**src/rtl/regwrite_arbiter.sv**
```systemverilog
// Shares the register-file write port between load and ALU writeback sources. Load has priority; ALU wins after MAX_WAIT lost contests.
// Latency 1 to RegWrite; no output backpressure. A source is stalled only by losing arbitration.
module regwrite_arbiter #(
   parameter int DATA_W   = 32,
   parameter int ADDR_W   = 5,
   parameter int MAX_WAIT = 4
) (
   input  logic              clk,
   input  logic              reset_n,
   input  logic              alu_valid,
   output logic              alu_ready,
   input  logic [ADDR_W-1:0] alu_reg,
   input  logic [DATA_W-1:0] alu_data,
   input  logic              mem_valid,
   output logic              mem_ready,
   input  logic [ADDR_W-1:0] mem_reg,
   input  logic [DATA_W-1:0] mem_data,
   input  logic              rsv_valid,
   input  logic [ADDR_W-1:0] rsv_reg,
   output logic              RegWrite,
   output logic [ADDR_W-1:0] WriteRegister,
   output logic [DATA_W-1:0] WriteData,
   output logic [31:0]       busy,
   output logic              conflict
);

   localparam logic [3:0] WAIT_LIMIT = 4'(MAX_WAIT);

   logic [3:0]        wait_cnt;
   logic [3:0]        wait_nxt;
   logic              xfer;
   logic [ADDR_W-1:0] xfer_reg;
   logic [DATA_W-1:0] xfer_data;
   logic [31:0]       busy_nxt;
   logic              conflict_nxt;

   // Readies are forced low during reset so nothing is accepted while state is cleared.
   always_comb begin
      alu_ready = reset_n && alu_valid && (!mem_valid || wait_cnt == WAIT_LIMIT);
      mem_ready = reset_n && mem_valid && !alu_ready;
      xfer      = alu_ready || mem_ready;
      xfer_reg  = alu_ready ? alu_reg  : mem_reg;
      xfer_data = alu_ready ? alu_data : mem_data;
   end

   always_comb begin
      wait_nxt = wait_cnt;
      if (!alu_valid || alu_ready)
         wait_nxt = 4'd0;
      else if (wait_cnt < WAIT_LIMIT)
         wait_nxt = wait_cnt + 4'd1;
   end

   // A same-cycle reservation overrides the clear: the new producer owns the register.
   always_comb begin
      busy_nxt = busy;
      if (xfer)
         busy_nxt[xfer_reg] = 1'b0;
      if (rsv_valid && rsv_reg != '0)
         busy_nxt[rsv_reg] = 1'b1;
      busy_nxt[0] = 1'b0;
      conflict_nxt = rsv_valid && (rsv_reg != '0) && busy[rsv_reg]
                     && !(xfer && xfer_reg == rsv_reg);
   end

   always_ff @(posedge clk or negedge reset_n) begin
      if (!reset_n) begin
         wait_cnt      <= 4'd0;
         RegWrite      <= 1'b0;
         WriteRegister <= '0;
         WriteData     <= '0;
         busy          <= '0;
         conflict      <= 1'b0;
      end else begin
         wait_cnt <= wait_nxt;
         busy     <= busy_nxt;
         conflict <= conflict_nxt;
         RegWrite <= xfer && (xfer_reg != '0);
         if (xfer) begin
            WriteRegister <= xfer_reg;
            WriteData     <= xfer_data;
         end
      end
   end

endmodule

```
**config.mk**
```make
export PLATFORM = sky130hd
export DESIGN_NAME = regwrite_arbiter
export DESIGN_NICKNAME = d
export VERILOG_FILES = /design/src/rtl/regwrite_arbiter.sv
export SDC_FILE = /design/constraint.sdc
export NUM_CORES = 1
export LEC_CHECK = 0
export BUFFER_PORTS_ARGS = -buffer_cell sky130_fd_sc_hd__buf_2
export CAP_MARGIN = 30
export CORE_MARGIN = 2
export CORE_UTILIZATION = 49
export CTS_CLUSTER_DIAMETER = 150
export CTS_CLUSTER_SIZE = 24
export DETAILED_ROUTE_END_ITERATION = 8
export PLACE_DENSITY = 0.8
export SYNTH_ARGS = -nofsm -noshare
export SYNTH_HDL_FRONTEND = slang
export SYNTH_SLANG_ARGS = --single-unit
```
**constraint.sdc**
```tcl
create_clock -name clk -period 2.55 [get_ports clk]
set_input_delay 0.255 -clock clk [delete_from_list [all_inputs] [get_ports clk]]
set_output_delay 0.255 -clock clk [all_outputs]
set_load 0.005 [all_outputs]
```
Word-level counts from Yosys, hierarchy flattened

Index checks and enable logic that the tools add are counted.

Register bits: 74
Bits of input ports: 84
Output and inout bits: 73
Logic and storage cells: 50

Add/sub/neg operators: 1
Order comparisons: 5
Eq/ne operators: 2
Mux-type cells: 12
Bitwise gates (word level): 3
Reductions and logical operators: 21

Operators by type and width:

| operator            | count |
|---|---|
| $mux 32             | 3 |
| $and 32x32->32      | 1 |
| $not 32->32         | 1 |
| $or 32x32->32       | 1 |
| $lt 5x6->1 const B  | 2 |
| $logic_and 1x1->1   | 11 |
| $demux 1 s5         | 2 |
| $ge 5x1->1 const B  | 2 |
| $reduce_bool 5->1   | 2 |
| $mux 4              | 2 |
| $bmux 1 s5          | 1 |
| $eq 5x5->1          | 1 |
| $mux 5              | 1 |
| $add 4x1->4 const B | 1 |
| $eq 4x3->1 const B  | 1 |
| $logic_not 1->1     | 4 |
| $lt 4x3->1 const B  | 1 |
| $logic_or 1x1->1    | 3 |
| $mux 1              | 3 |
| $reduce_bool 2->1   | 1 |

Depth between registers and ports, before layout

Word-level depth: 13
Gate-level depth with buffers: 10
Gate-level depth less buffers: 7

Worst setup path after synthesis

OpenSTA, ideal clock, no wires.

Kind: flip-flop to flip-flop
From: register wait_cnt[0]
To: register busy[14]
Library setup time: 0.134 ns
Arrival: 1.929 ns
Data required time: 2.416 ns
Path slack: 0.487 ns
Stages on the path, launching flop included: 10
Cells stage by stage: dfrtp_1 inv_1 ha_1 nand3b_4 a21o_1 buf_6 buf_12 mux2_4 o41ai_1 o21ai_1

Word-level cells in the longest chain between the ends: 13
Elaborated cells on any way between the ends: 17
Classes of those cells: order compare: 2; eq/ne: 1; mux: 5; bitwise: 3; reduce/logical: 6

RTL lines:

| element                                                        | RTL line | text |
|---|---|---|
| start: declaration                                             | 29       | `logic [3:0] wait_cnt;` |
| start signal: assignment                                       | 75       | `wait_cnt <= wait_nxt;` |
| $eq 4x3->1 *                                                   | 39       | `alu_ready = reset_n && alu_valid && (!mem_valid \|\| wait_cnt == WAIT_LIMIT);` |
| $logic_or 1x1->1 *                                             | 39       |  |
| $logic_and 1x1->1 *                                            | 39       |  |
| $mux 5                                                         | 42       | `xfer_reg = alu_ready ? alu_reg : mem_reg;` |
| $lt 5x6->1 (implied by the code) or $ge 5x1->1 (tied branches) | 58       | `busy_nxt[xfer_reg] = 1'b0;` |
| $logic_and 1x1->1 (implied by the code)                        | 58       |  |
| $mux 1 (implied by the code)                                   | 58       |  |
| $demux 1 s5                                                    | 58       |  |
| $not 32->32 (no source line)                                   | n/a      |  |
| $and 32x32->32 (no source line)                                | n/a      |  |
| $mux 32 *                                                      | 57       | `if (xfer)` |
| $or 32x32->32 (no source line)                                 | n/a      |  |
| $mux 32 *                                                      | 59       | `if (rsv_valid && rsv_reg != '0)` |
| named net busy_nxt[14]                                         | 34       | `logic [31:0] busy_nxt;` |
| end signal: assignment                                         | 76       | `busy <= busy_nxt;` |
| end: declaration                                               | 23       | `output logic [31:0] busy,` |

The timed path passes the listed nets; every way through them passes the cells marked *.
A chain may end at the register's enable or synchronous reset.

Worst setup path after layout

From: register wait_cnt[0]
To: output alu_ready

Word-level cells in the longest chain between the ends: 3

RTL lines:

| element           | RTL line | text |
|---|---|---|
| $eq 4x3->1        | 39       |  |
| $logic_or 1x1->1  | 39       |  |
| $logic_and 1x1->1 | 39       |  |
| end: declaration  | 11       | `output logic alu_ready,` |

No other way between the ends.

==> flow_metrics.tcl <==
set metrics [dict create \
    tns_ns 0 \
    synth_top_family_by_area "compound AO/OA/AOI/OAI gates" \
    synth.top_cells.by_area "dfrtp_1 (45%), nand2_1 (7.6%), a31oi_1 (5.5%), o41ai_1 (4.7%), mux2i_1 (4.4%)" \
    vias_per_cell 5.806 \
    hold_viol 0 \
    area_growth_pct 26.70 \
    cts_sinks 74 \
    diodes 0 \
    power_density_nw_per_um2 659.3 \
    max-cap-violations 0 \
    synth_compound_area_frac 0.2049 \
    cts_max_path_buffers 2 \
    final_core_util 0.6344 \
    drive_gt1_frac 0.3384 \
    synthMuxAreaShare 0.07834 \
    period_share 0.9432 \
    finalClockSkew_ns 0.01442 \
    port_buffers 155 \
    drt-initial-drc-count 373 \
    cp_cell_sequence "inv_1 -> ha_1 -> nand3b_4 -> a21o_4 -> buf_4 -> clkinv_1 -> buf_4 -> buf_2" \
    setup_ws_ns 0.1447 \
    nets 678 \
    ys_types 53 \
    clk_pin_slew_worst_paths_ns 0.09 \
    min_period_ns 2.405 \
    m1WireLength_um 4935 \
    finalSetupViolCount 0 \
    wl_met2_um 5951 \
    worstSetupPathType "reg -> out" \
    yosysMostFrequentCell "nand2_1" \
    syn_area_um2 4073 \
    ios 157 \
    chipHeight_um 95.17 \
    synth.avg_cell_area_um2 9.152 \
    fp.dieW_um 95.17 \
    cp-end-kind "primary output" \
    clk_latency_ns 0.34 \
    cp.arrival_ns 2.15 \
    rsz0062_at_grt "no" \
    total_leakage_power_nw 2.412 \
    fin_cells 702 \
    dp.cells 685 \
    vias 4076 \
    required_ns 2.30 \
    synth_xor_area_frac 0.01505 \
    synthCells 445 \
    synth-seq-cells 74 \
    swShare 0.3131 \
    design.core.area_um2 8134 \
    ys.flop_type "dfrtp_1" \
    cpMostUsedCell "buf_4" \
    cts_buffers 9 \
    synth-edff-count 0 \
    synth_top_area_frac 0.4547 \
    p_int_w 0.002337 \
    switching_power_w 0.001065 \
    routedWlPerCell_um 17.22 \
    hold_path_class "in -> reg" \
    async_reset_ff_frac 1.000 \
    drt_first_pass_iters 5 \
    start_util 0.5007 \
    wl_met3_um 985 \
    overflow 0 \
    grt_start_max_net_pins 69 \
    drc 0 \
    clkPwrFrac 0.277 \
    cts_tree "built" \
    max_freq_mhz 415.8 \
    cts_setup_buffers 0 \
    yosysSeqAreaShare 0.4547 \
    cts_max_level 3 \
    gp_congestion 0.8916 \
    power_frac_seq 0.457 \
    place_ws_ns 0.1756 \
    root_buffer "clkbuf_8" \
    row_count 33 \
    ys_warn_count 0 \
    tightestPinTransition_ns 0.7996 \
    grt.total_usage 0.2604 \
    ant_nets 0 \
    top_layer_used "met4" \
    slowest_stage "dfrtp_1" \
    finalPower_w 0.003402 \
    yosysTopAreaCell "dfrtp_1" \
    dpl.hpwl_um 8592 \
    worst_path_largest_cell_delay_ns 0.41 \
    grt_pass1_wl_um 18490 \
    synth_adder_area_share 0.006144 \
    antenna_found_initial 0 \
    first_global_vias 3811 \
    relSlewSlack 0.4644 \
    slew_violations 0 \
    synth-simple-area-share 0.1914 \
    crit_fanout 19 \
    synth_nets 531 \
    worstSetupStartpointType "register" \
    yosys-top-cells-count "nand2_1 (82), dfrtp_1 (74), nor2_1 (46)" \
    dieArea_um2 9056 \
    status "finished, final reports clean" \
    drt_wl_total_um 12090 \
    p_comb_frac 0.266 \
    ir_drop_v 0.0003477 \
]
## timing repair
item / in CTS / in global routing
endpoints found under the setup margin: 1 / 0
gates resized for setup: 1 / 0
hold endpoints to repair: 17 / 0
hold buffers: 1 / 0
## final cells by class
class                      instances  area (µm²)
clock inverter                     4       50.05
clock buffer                      12       155.1
multi-input combinational        329        2036
sequential                        74        1852
tap                              105       131.4
fill                             725        2974
inverter                           8       30.03
timing repair buffer             170       905.9
## per-stage QoR
| stage | cell area (µm²) | hold WS [ns] |
|---|---|---|
| 6_report | 5160 | 0.1490 |
| 5_1_grt | 5160 | 0.1442 |
| 4_1_cts | 5160 | 0.1378 |
| 3_5_place_dp | 4938 | 0.2969 |
| 3_3_place_gp | 4938 | 0.2910 |
| 2_1_floorplan | 4073 | -0.04059 |
## worst max-delay path: cells and delay by family (launching register included)
family	cells	cell delay, ns
DFF	1	0.41
AOI/OAI and AO/OA	1	0.30
buffers and inverters	5	0.71
adders and majority gates	1	0.24
and+or+nand+nor	1	0.14
## sequential cells by signal (all words and copies together), names as in the netlist
register,count
RegWrite,1
busy,31
WriteRegister,5
wait_cnt,4
WriteData,32
conflict,1
## cells in the final DEF (no fill, tap or decap), types with 5 or more instances in the layout
| cell | instances |
|---|---|
| buf_2 | 154 |
| a31oi_1 | 36 |
| o21ai_0 | 24 |
| o22ai_1 | 6 |
| mux2i_1 | 18 |
| dfrtp_1 | 74 |
| o2bb2ai_1 | 6 |
| o41ai_1 | 22 |
| inv_1 | 6 |
| mux2_2 | 5 |
| nand3_1 | 9 |
| nand2b_1 | 5 |
| buf_4 | 14 |
| nand2_1 | 82 |
| nor2b_1 | 7 |
| clkbuf_8 | 11 |
| nor2_1 | 46 |
## worst paths after layout
| path | startpoint | endpoint | slack (ns) | depth (start not counted) |
|---|---|---|---|---|
| setup / recovery | wait_cnt[0] | alu_ready | 0.14 | 8 |
| hold / removal | alu_data[2] | WriteData[2] | 0.15 | 3 |
| setup reg to reg | wait_cnt[0] | busy[15] | 0.24 | 7 |
| hold reg to reg | WriteRegister[1] | WriteRegister[1] | 0.48 | 2 |
| max in group asynchronous | reset_n | WriteData[1] | 1.41 | 3 |
| min in group asynchronous | reset_n | wait_cnt[0] | 0.47 | 3 |
## power groups by stage
stage / clock (W) / combinational, W / sequential (W)
floorplan: 0 / 0.000447 / 0.00156
finish: 0.000941 / 0.000905 / 0.00156
global route: 0.00101 / 0.000998 / 0.00158
global placement: 0 / 0.000873 / 0.00157
CTS: 0.000956 / 0.000907 / 0.00155
detailed placement: 0 / 0.000899 / 0.00157
## cell families after synthesis
| kind of cell | after synthesis |
|---|---|
| compound gates | 120 |
| xor+xnor | 7 |
| fa+ha+maj | 2 |
| buf+inv | 42 |
| flops | 74 |
| mux | 27 |
| other cells | 1 |
| simple gates | 172 |
## metal layers
metal,vias to the layer above,global-route usage
met4,0,0.08333
met2,200,0.4196
met1,1937,0.3420
met5,-,0
li1,1918,-
met3,21,0.07036
No activity file was read; power rests on OpenSTA's default activity.
